$ cat src/rtl/coso_pkg.sv
// coso_pkg -- shared types and constants for the COSO beat sequencer.
//   state_t   : sequencer states (IDLE, ARM, COUNT)
//   CNT_W_DEF : default width of the beat-period counter
//   CNT_MAX   : saturation value of a CNT_W_DEF-wide counter (2^CNT_W_DEF - 1)
package coso_pkg;

  localparam int unsigned CNT_W_DEF = 16;
  localparam logic [CNT_W_DEF-1:0] CNT_MAX = '1;

  typedef enum logic [1:0] {
    IDLE  = 2'd0,
    ARM   = 2'd1,
    COUNT = 2'd2
  } state_t;

endpackage

$ cat src/rtl/coso_out_reg.sv
// coso_out_reg -- single-entry valid/ready result register.
// Ports:
//   clk, clr     : clock, asynchronous active-high reset
//   load, data   : one-cycle strobe offering a new period measurement
//   rdy          : consumer ready
//   bitOut       : data[0] of the held result
//   cntOut       : held result
//   bitValid     : result held and not yet consumed
//   drop         : registered pulse, offered result was discarded
//
// Handshake: a result is consumed on every rising edge where bitValid=1 and
// rdy=1. A load is accepted when the register is empty or is being consumed
// in the same cycle; otherwise the offered result is dropped and the held
// result is left untouched.
module coso_out_reg #(
  parameter int unsigned W = 16
) (
  input  logic         clk,
  input  logic         clr,
  input  logic         load,
  input  logic [W-1:0] data,
  input  logic         rdy,
  output logic         bitOut,
  output logic [W-1:0] cntOut,
  output logic         bitValid,
  output logic         drop
);

  always_ff @(posedge clk or posedge clr) begin
    if (clr) begin
      bitOut   <= 1'b0;
      cntOut   <= '0;
      bitValid <= 1'b0;
      drop     <= 1'b0;
    end else begin
      drop <= 1'b0;
      if (load) begin
        if (!bitValid || rdy) begin
          cntOut   <= data;
          bitOut   <= data[0];
          bitValid <= 1'b1;
        end else begin
          drop <= 1'b1;
        end
      end else if (bitValid && rdy) begin
        bitValid <= 1'b0;
      end
    end
  end

endmodule

$ cat src/rtl/coso_beat_ctrl.sv
// coso_beat_ctrl -- sequencer for one COSO entropy source.
// Controls the beat-divider TFF and measures the beat period in clk cycles;
// each completed period is offered to a valid/ready output register.
// Ports:
//   clk, clr        : clock, asynchronous active-high reset
//   en              : run request (level)
//   beat            : sampled beat, synchronous to clk
//   rdy             : consumer ready for bitOut/cntOut
//   tffClr, tffEn   : registered controls for the beat-divider TFF
//   bitOut, cntOut  : period LSB and full period of the held result
//   bitValid        : unconsumed result held
//   ovf             : pulse, period counter saturated, measurement discarded
//   drop            : pulse, result discarded because output was occupied
//   dbgState        : current sequencer state, for observation only
module coso_beat_ctrl
  import coso_pkg::*;
#(
  parameter int unsigned CNT_W = CNT_W_DEF
) (
  input  logic             clk,
  input  logic             clr,
  input  logic             en,
  input  logic             beat,
  input  logic             rdy,
  output logic             tffClr,
  output logic             tffEn,
  output logic             bitOut,
  output logic [CNT_W-1:0] cntOut,
  output logic             bitValid,
  output logic             ovf,
  output logic             drop,
  output state_t           dbgState
);

  // Saturation value for this instance's counter width (CNT_MAX covers the
  // default width only).
  localparam logic [CNT_W-1:0] CNT_SAT = '1;
  localparam logic [CNT_W-1:0] CNT_ONE = {{(CNT_W-1){1'b0}}, 1'b1};

  state_t           state;
  logic             beatQ;
  logic             rise;
  logic [CNT_W-1:0] cnt;
  logic             loadReq;

  assign rise     = beat & ~beatQ;
  assign dbgState = state;

  // A rise in COUNT closes the running period; en=0 discards it.
  assign loadReq = en && (state == COUNT) && rise;

  always_ff @(posedge clk or posedge clr) begin
    if (clr) begin
      state  <= IDLE;
      beatQ  <= 1'b0;
      cnt    <= '0;
      tffClr <= 1'b1;
      tffEn  <= 1'b0;
      ovf    <= 1'b0;
    end else begin
      beatQ  <= beat;
      ovf    <= 1'b0;
      // TFF controls follow the state register with one cycle of lag.
      tffClr <= (state == IDLE);
      tffEn  <= (state != IDLE);
      if (!en) begin
        state <= IDLE;
        cnt   <= '0;
      end else begin
        case (state)
          IDLE: begin
            state <= ARM;
            cnt   <= '0;
          end
          ARM: begin
            if (rise) begin
              state <= COUNT;
              cnt   <= CNT_ONE;
            end
          end
          COUNT: begin
            // The closing rise also opens the next period, so a rise on the
            // saturated count still delivers and restarts at 1.
            if (rise) begin
              cnt <= CNT_ONE;
            end else if (cnt == CNT_SAT) begin
              ovf   <= 1'b1;
              state <= ARM;
              cnt   <= '0;
            end else begin
              cnt <= cnt + CNT_ONE;
            end
          end
          default: begin
            state <= IDLE;
            cnt   <= '0;
          end
        endcase
      end
    end
  end

  coso_out_reg #(
    .W(CNT_W)
  ) u_out_reg (
    .clk      (clk),
    .clr      (clr),
    .load     (loadReq),
    .data     (cnt),
    .rdy      (rdy),
    .bitOut   (bitOut),
    .cntOut   (cntOut),
    .bitValid (bitValid),
    .drop     (drop)
  );

endmodule

$ cat config.mk
export PLATFORM = sky130hd
export DESIGN_NAME = coso_beat_ctrl
export DESIGN_NICKNAME = d
export VERILOG_FILES = /design/src/rtl/coso_pkg.sv /design/src/rtl/coso_out_reg.sv /design/src/rtl/coso_beat_ctrl.sv
export SDC_FILE = /design/constraint.sdc
export NUM_CORES = 1
export LEC_CHECK = 0
export BUFFER_PORTS_ARGS = -buffer_cell sky130_fd_sc_hd__buf_2
export CORE_AREA = 8 8 74 76
export CTS_CLUSTER_DIAMETER = 120
export DETAILED_ROUTE_END_ITERATION = 16
export DIE_AREA = 0 0 82 84
export PLACE_DENSITY = 0.73
export SETUP_SLACK_MARGIN = 0.4
export SLEW_MARGIN = 10
export SYNTH_ARGS = -nofsm -noshare
export SYNTH_HDL_FRONTEND = slang
export SYNTH_SLANG_ARGS = --single-unit
$ cat constraint.sdc
create_clock -name clk -period 2.8 [get_ports clk]
set_clock_uncertainty 0.15 [all_clocks]
set_input_delay 0.56 -clock clk [delete_from_list [all_inputs] [get_ports clk]]
set_output_delay 0.56 -clock clk [all_outputs]
set_load 0.02 [all_outputs]
Yosys cells after proc, flatten, opt, wreduce, memory -nomap -nowiden:

Index checks and enable logic that the tools add are counted.

* add/sub/neg operators: 1
* eq/ne operators: 7
* muxes and demuxes: 19
* bitwise operators: 2
* reductions and logical operators: 11

Operator list (count)
* 2-to-1 mux 16 bit: 4
* one-hot mux 16 bit (2 select lines): 1
* adder 16 x 1 -> 16 bit (second input constant): 1
* == test 16 bit (second input constant): 1
* 2-to-1 mux 1 bit: 9
* 2-to-1 mux 2 bit: 4
* != test 3 bit (second input constant): 2
* one-hot mux 2 bit (3 select lines): 1
* AND reduction 2 bit: 2
* nonzero test 2 bit: 2
* logical AND 1 bit: 3
* != test 3 x 2 -> 1 bit (second input constant): 1
* AND reduction 3 bit: 1
* == test 2 x 1 -> 1 bit (second input constant): 1
* == test 2 bit (second input constant): 1
* zero test 2 bit: 1
* != test 2 x 1 -> 1 bit (second input constant): 1
* AND 1 bit: 1
* zero test 1 bit: 1
* logical OR 1 bit: 1
* NOT 1 bit: 1

* register bits: 41
* logic and storage cells: 50

Logic depth before layout (Yosys ltp):

Gate-level depths: netlist of run 1.

* depth in word-level cells: 5
* mapped depth: 7
* gate-level depth less buffers: 6

Cells and area by module:

From an unflattened synthesis of run 1, not the netlist that was laid out.

* cells, all modules: 200
* area, all modules: 2107.0 sq um

Modules (own cells, without submodules)
* coso_beat_ctrl: times used 1, cells an instance 158, area each 1371.3 sq um, sequential area each 551.8 sq um
* coso_out_reg: times used 1, cells an instance 42, area each 735.7 sq um, sequential area each 450.4 sq um

Worst setup path after synthesis of run 1:

Ideal clock, no wire load.

* path type: register -> register
* start: register state[0], in the netlist dbgState[0]
* end: register u_out_reg.cntOut[10]
* data arrival time: 1.749 ns
* required time: 2.525 ns
* slack: 0.776 ns
* cell stages (with the launch flop): 8
* clock period less this slack: 2.024 ns
* cell sequence: dfrtp_1 inv_1 ha_1 nand3_1 nor2b_1 buf_2 buf_4 mux2_2

* cells in the longest elaborated chain, start to end: 4

Ends and longest elaborated chain
* start, declared: line coso_beat_ctrl.sv:40 `state_t state;`
* start signal, assigned: line coso_beat_ctrl.sv:54 `state <= IDLE;`
* start signal, assigned: line coso_beat_ctrl.sv:67 `state <= IDLE;`
* start signal, assigned: line coso_beat_ctrl.sv:72 `state <= ARM;`
* == test 2 bit: line coso_beat_ctrl.sv:50 `assign loadReq = en && (state == COUNT) && rise;`
* logical AND 1 bit (2 in a row): line coso_beat_ctrl.sv:50
* AND reduction 2 bit (no line)
* end signal, assigned: line coso_out_reg.sv:39 `cntOut <= data;`
* end, declared: line coso_out_reg.sv:24 `output logic [W-1:0] cntOut,`

Every way passes these cells.
A chain may end at the register's enable or synchronous reset.

Worst setup path in the final report of run 1:

* start: register cnt[0]
* end: register cnt[11]

* cells in the longest elaborated chain, start to end: 5

Ends and longest elaborated chain
* start, declared: line coso_beat_ctrl.sv:43 `logic [CNT_W-1:0] cnt;`
* start signal, assigned: line coso_beat_ctrl.sv:91 `cnt <= cnt + CNT_ONE;`
* adder 16 x 1 -> 16 bit or == test 16 bit (tied branches): line coso_beat_ctrl.sv:91, coso_beat_ctrl.sv:86
* 2-to-1 mux 16 bit *: line coso_beat_ctrl.sv:86 `end else if (cnt == CNT_SAT) begin`
* 2-to-1 mux 16 bit *: line coso_beat_ctrl.sv:84 `if (rise) begin`
* one-hot mux 16 bit (2 select lines) *: line coso_beat_ctrl.sv:70 `case (state)`
* 2-to-1 mux 16 bit *: line coso_beat_ctrl.sv:66 `if (!en) begin`

Every way passes the cells marked *; elsewhere a longest branch is shown, timed or not.

==> results of run 1 <==
cell type report:
type                       instances  area, sq um
tap                               52         65.1
fill                             384         1950
timing repair buffer              34          185
sequential                        40         1000
multi-input combinational        133          942
inverter                          10         37.5
clock buffer                       6         72.6
clock inverter                     1         5.00
synth_stat cells, drive strengths merged (2+ instances only):
master and instances:
a22o 3, a31oi 7, and3 2, buf 9, clkbuf 4, dfrtp 39, ha 5, inv 10
mux2 17, mux2i 5, nand2 17, nand2b 2, nand3 13, nand4 10, nor2 6, nor2b 3
nor3 7, nor4 8, o21ai 8, o21bai 2, or4 4
metal layers:
metal / GRT usage / up-vias
met5: 0 / -
met4: 0.0527 / 0
met3: 0.0334 / 6
met2: 0.208 / 32
met1: 0.179 / 754
li1: - / 776
registers in the layout (all words and copies together), names as in the netlist:
register	count
ovf	1
cnt	16
beatQ	1
dbgState	2
u_out_reg.drop	1
u_out_reg.bitValid	1
tffClr	1
u_out_reg.cntOut	16
tffEn	1
metrics by stage:
step / hold slack [ps] / instances / worst slack [ps] / total power (W) / cell area (sq um)
4_1_cts: 247 / 276 / 598 / 0.00130 / 2310
6_report: 229 / 276 / 580 / 0.00129 / 2310
3_3_place_gp: 335 / 269 / 562 / 0.000936 / 2230
3_5_place_dp: 342 / 269 / 489 / 0.000945 / 2230
5_1_grt: 242 / 276 / 476 / 0.00137 / 2310
2_1_floorplan: 372 / 196 / 776 / 0.000863 / 2060
worst max path at each step:
stage	to	slack [ps]	start	cells after the start
after floorplan	u_out_reg.cntOut[10]	780	dbgState[0]	7
after global placement	u_out_reg.cntOut[12]	560	beat	6
after detailed placement	u_out_reg.cntOut[1]	490	beat	6
after CTS	cnt[11]	600	cnt[0]	5
after global routing	cnt[7]	480	dbgState[0]	6
final	cnt[11]	580	cnt[0]	5
cells by family after synthesis:
kind of cell,after synthesis,synth area share
muxes,22,0.117
DFF,40,0.487
buffers and inverters,23,0.0559
AOI/OAI and AO/OA,30,0.100
and+or+nand+nor,76,0.210
adders and majority gates,5,0.0304
worst max-delay path, delay by kind of cell, from the launching register on:
| kind | cells | cell delay, ps |
|---|---|---|
| and+or+nand+nor | 3 | 920 |
| adders and majority gates | 1 | 310 |
| muxes | 1 | 250 |
| DFF | 1 | 470 |
power by group:
group / switching (W) / total, W / internal, W
Combinational: 0.000188 / 0.000295 / 0.000107
Clock: 0.000188 / 0.000357 / 0.000169
Sequential: 0.0000220 / 0.000636 / 0.000614
Total: 0.000398 / 0.00129 / 0.000890
placed cells by master (no fill, tap or decap), types with 6 or more instances in the layout:
master,instances
sky130_fd_sc_hd__a31oi_1,7
sky130_fd_sc_hd__buf_2,28
sky130_fd_sc_hd__buf_4,6
sky130_fd_sc_hd__dfrtp_1,39
sky130_fd_sc_hd__inv_1,10
sky130_fd_sc_hd__mux2_2,17
sky130_fd_sc_hd__nand2_1,17
sky130_fd_sc_hd__nand3_1,11
sky130_fd_sc_hd__nand4_1,9
sky130_fd_sc_hd__nor2_1,6
sky130_fd_sc_hd__nor3_1,7
sky130_fd_sc_hd__nor4_1,8
sky130_fd_sc_hd__o21ai_0,8
==> out/results.txt, run 1 <==
status: finished clean
count of unique library cells instantiated by Yosys: 42
DRC: 0
Bufs on Longest Clock Path: 2
number of clock buffers inserted by TritonCTS: 5
global-route wire length before repair: 7530 microns
vias in the first global route: 1,537
gpl congestion: 0.932
number of buffers inserted by hold repair at cts: 0
type of destination of the critical path: flip-flop
violation count after the first detailed-route iteration: 103
overall global routing resource usage: 0.137
total number of clock tree sinks: 40
final setup vio count: 0
nets in the synthesized netlist: 206
number of violations of the max-capacitance limit: 0
Worst Path Required: 2830 ps
Top Metal Used: met4
initial antenna violation count: 0
routed vias/inst: 5.68
reg2reg setup slack: 580 ps
highest fanout seen on the critical path: 8
post-synth design cell area: 0.00206 sq mm
cell at the root of the clock tree: sky130_fd_sc_hd__clkbuf_8
Register-to-Register Path Depth: 5
P_leak: 1.08 nW
Post-layout nets: 234
cells along the critical path: ha_1, nand3_4, or4_4, and3_1, mux2_2
slew at the pin closest to its max-slew limit: 484 ps
start of the worst register-to-register path: cnt[0]
Die ar.: 0.00689 sq mm
Floorplan Core Area: 0.00426 sq mm
WP data arrival: 2250 ps
clock tree from TritonCTS: built
FF+latch count, synth: 40
Avg Cell Area, Syn: 10.5 sq um
Critical R2R Capture: cnt[11]
Met3 Routed Length: 200 microns
clk_lat worst skew: 290 ps
number of nets with antenna violations after routing: 0
total gr overflow: 0
half-perimeter wire length of the detailed placement result: 3070 microns
clock transition at the register clock pins on the worst setup and hold paths after CTS: 70 ps
part of the cycle the worst path needs: 0.793
share of final-layout standard cells stronger than drive strength 1: 0.286
Slew HR: 0.677
number of placed I/O pins: 29
count of synthesis-stage warnings from yosys: 0
number of gates resized after cts: 0
largest voltage drop on the vdd net: 0.401 mV
chip width: 82 microns
FP Rows: 24
Area Overhead vs Synth: 12.2%
area share of the largest cell type after synthesis: 0.474
post-synth top area cell: sky130_fd_sc_hd__dfrtp_1
Setup TNS: 0 ps
post-layout util: 0.542
Power Density: 558 mW/mm^2
initial core utilization: 0.483
largest net degree at the start of global routing: 41
highest achievable clock rate: 0.450 GHz
Met1 Wirelength: 1970 microns
total routed wirelength: 4240 microns
max-slew violations: 0
Clock H-tree levels: 2
share of synthesized registers carrying an async set or reset: 1.00
met2 wire len: 2010 microns
Synth area leaders: sky130_fd_sc_hd__dfrtp_1 47%, sky130_fd_sc_hd__mux2_2 9.3%, sky130_fd_sc_hd__nand2_1 3.1%
Critical-path top delay cell: sky130_fd_sc_hd__or4_4
Crit path largest cell delay: 600 ps
total via count after detailed routing: 1,568
Port Buf Inserts: 28
RSZ-0062 raised after global routing: no
sort of element at the start of the critical path: flip-flop
Period minus WS final: 2220 ps
vertical extent of the die: 84 microns
Hold Crit Class: input pin to async pin
Post-CTS Setup Bufs: 0
Seq/Total Area, Yosys: 0.487
WL per Instance: 15.3 microns
number of antenna diodes: 0
first-pass detailed-route iteration total: 4
worst setup path class: flip-flop to flip-flop
Gate Count Post-Synth: 196
top flip-flop cell by instance count after synthesis: sky130_fd_sc_hd__dfrtp_1
number of endpoints with negative hold slack in the final report: 0
number of flops mapped to enable cells by yosys: 0
Note: power is estimated with default switching activity, not from simulation.
==> inputs of run 2 (changes only) <==
Settings changed: PLACE_DENSITY 0.73 to 0.75.
Clock period 2.8 ns to 1.8 ns, I/O delays scaled along.
==> run 2 against run 1 <==
  * First-iteration DRC count is 41% higher
  * Power is 100% higher
  * Highest routed layer unchanged
  * Critical path type unchanged
  * Clock power is 110% higher
  * The flow now finishes with violations (negative setup slack)
  * Worst setup slack worse by 630 ps
  * Non-clock buffer count is 67 higher
  * Sequential power is 57% higher
  * Final cell count is 25% higher
  * Combinational power grew to 2.8 times the previous value
  * Critical endpoint unchanged
  * Via count is 24% higher
  * Global-route usage is 4.4 points higher
  * Largest power group unchanged
  * Clock-buffer cell count is 1 lower
  * Critical path depth stayed put
==> out/results.txt, run 2 (synthesized netlist as in run 1, its figures left out) <==
status: complete, but fails checks (was finished clean)
violated checks: negative setup slack
largest net degree at the start of global routing: 22 (was 41)
most common cell after layout, fill and taps aside: sky130_fd_sc_hd__buf_4 (was sky130_fd_sc_hd__dfrtp_1)
WP data arrival: 1880 ps (was 2250 ps)
Worst Path Required: 1830 ps (was 2830 ps)
violation count after the first detailed-route iteration: 145 (was 103)
total via count after detailed routing: 1,940 (was 1,568)
final setup margin: -50.8 ps (was 580 ps)
type of destination of the critical path: flip-flop (unchanged)
Hold Crit Class: input pin to flip-flop (was input pin to async pin)
FP Rows: 24 (unchanged)
clk_lat worst skew: 300 ps (was 290 ps)
start of the worst register-to-register path: cnt[0] (unchanged)
post-layout util: 0.776 (was 0.542)
Critical R2R Capture: cnt[11] (unchanged)
Port Buf Inserts: 28 (unchanged)
chip width: 82 microns (unchanged)
part of the cycle the worst path needs: 1.03 (was 0.793)
overall global routing resource usage: 0.181 (was 0.137)
max-slew violations: 0 (unchanged)
slew at the pin closest to its max-slew limit: 457 ps (was 484 ps)
Clock H-tree levels: 2 (unchanged)
number of antenna diodes: 0 (unchanged)
Slew HR: 0.695 (was 0.677)
vertical extent of the die: 84 microns (unchanged)
number of endpoints with negative hold slack in the final report: 0 (unchanged)
Power Density: 782 mW/mm^2 (was 558 mW/mm^2)
global-route wire length before repair: 9890 microns (was 7530 microns)
total area of multi-input combinational cells: 0.00127 sq mm (was 942 sq um)
worst setup path class: flip-flop to flip-flop (unchanged)
Register-to-Register Path Depth: 5 (unchanged)
highest fanout seen on the critical path: 3 (was 8)
routed vias/inst: 5.64 (was 5.68)
half-perimeter wire length of the detailed placement result: 3970 microns (was 3070 microns)
highest achievable clock rate: 0.540 GHz (was 0.450 GHz)
RSZ-0062 raised after global routing: yes (was no)
most frequent cells in the layout: 60 x sky130_fd_sc_hd__buf_4, 36 x sky130_fd_sc_hd__dfrtp_1, 23 x sky130_fd_sc_hd__buf_2 (was 39 x sky130_fd_sc_hd__dfrtp_1, 28 x sky130_fd_sc_hd__buf_2, 17 x sky130_fd_sc_hd__nand2_1, 17 x sky130_fd_sc_hd__mux2_2, 11 x sky130_fd_sc_hd__nand3_1)
clock tree from TritonCTS: built (unchanged)
initial core utilization: 0.483 (unchanged)
Final Instance Area: 0.00331 sq mm (was 0.00231 sq mm)
Floorplan Core Area: 0.00426 sq mm (unchanged)
Period minus WS final: 1850 ps (was 2220 ps)
Post-layout nets: 301 (was 234)
number of placed I/O pins: 29 (unchanged)
P_leak: 1.58 nW (was 1.08 nW)
WL per Instance: 17.5 microns (was 15.3 microns)
largest voltage drop on the vdd net: 0.785 mV (was 0.401 mV)
Hold Path Stages: 2
clock transition at the register clock pins on the worst setup and hold paths after CTS: 80 ps (was 70 ps)
vias in the first global route: 1,982 (was 1,537)
total gr overflow: 0 (unchanged)
sort of element at the start of the critical path: flip-flop (unchanged)
final worst hold slack: 127 ps (was 229 ps)
Setup TNS: -108 ps (was 0 ps)
first-pass detailed-route iteration total: 4 (unchanged)
cell at the root of the clock tree: sky130_fd_sc_hd__clkbuf_8 (unchanged)
Die ar.: 0.00689 sq mm (unchanged)
reg2reg setup slack: -50 ps (was 580 ps)
initial antenna violation count: 0 (unchanged)
gpl congestion: 0.878 (was 0.932)
WHS Endpoint: beatQ
Area after DPL: 0.00274 sq mm (was 0.00223 sq mm)
share of final-layout standard cells stronger than drive strength 1: 0.586 (was 0.286)
total number of clock tree sinks: 40 (unchanged)
total routed wirelength: 6010 microns (was 4240 microns)
fill cell instance count of the final layout: 264 (was 384)
number of clock buffers inserted by TritonCTS: 5 (unchanged)
sequential cell area: 0.00101 sq mm (was 0.00100 sq mm)
Bufs on Longest Clock Path: 2 (unchanged)
Area Overhead vs Synth: 60.8% (was 12.2%)
worst hold path startpoint: beat
number of nets with antenna violations after routing: 0 (unchanged)
final setup vio count: 4 (was 0)
number of violations of the max-capacitance limit: 0 (unchanged)
post-layout total power: 0.00259 W (was 0.00129 W)
DRC: 0 (unchanged)
-- run 2: worst max-delay path by stage --
stage | from | to | depth (start not counted)
5_1_grt | cnt[0] | cnt[11] | 5
3_5_place_dp | cnt[1] | cnt[5] | 5
3_3_place_gp | dbgState[0] | cnt[3] | 6
4_1_cts | cnt[7] | cnt[11] | 4
6_report | cnt[0] | cnt[11] | 5
2_1_floorplan | cnt[1] | cnt[11] | 5
-- run 2: critical path, cell delays in order, from the launching register on --
cell and delay, ps:
sky130_fd_sc_hd__dfrtp_1 420, sky130_fd_sc_hd__ha_4 180, sky130_fd_sc_hd__nand3_4 100, sky130_fd_sc_hd__or4_4 450, sky130_fd_sc_hd__and3_4 180, sky130_fd_sc_hd__mux2_4 260
-- run 2: routing by layer --
layer	vias up	share of wire	track usage
met5	-	0	0
met1	960	0.43	0.232
met2	59	0.50	0.287
met3	8	0.056	0.0442
li1	913	-	-
met4	0	0.012	0.0591
-- run 2: stage by stage --
stage               setup slack [ps]  instances
finish                         -50.8        344
global route                   -98.2        344
CTS                            -18.8        335
detailed placement             -79.9        315
floorplan                      -25.9        196
global placement               -63.7        315
-- run 2: timing repair --
item	CTS	global route
gates resized for setup	43	19
hold buffers	1	0
pin swaps	10	13
hold endpoints to repair	18	0
setup buffers	10	9
gates cloned	1	0
setup endpoints to repair	38	41
-- run 2: power breakdown --
group / switching, W / total, W / internal, W / leakage, nW
Sequential: 0.0000410 / 0.000999 / 0.000958 / 0.545
Clock: 0.000337 / 0.000755 / 0.000418 / 0.0583
Combinational: 0.000439 / 0.000836 / 0.000397 / 0.972
Total: 0.000817 / 0.00259 / 0.00177 / 1.58
-- run 2: cell type report --
type / count / area share
Multi-Input combinational cell: 133 / 0.384
Sequential cell: 40 / 0.304
Timing Repair Buffer: 101 / 0.245
Clock buffer: 5 / 0.0208
Tap cell: 52 / 0.0197
Clock inverter: 3 / 0.0144
Inverter: 10 / 0.0132
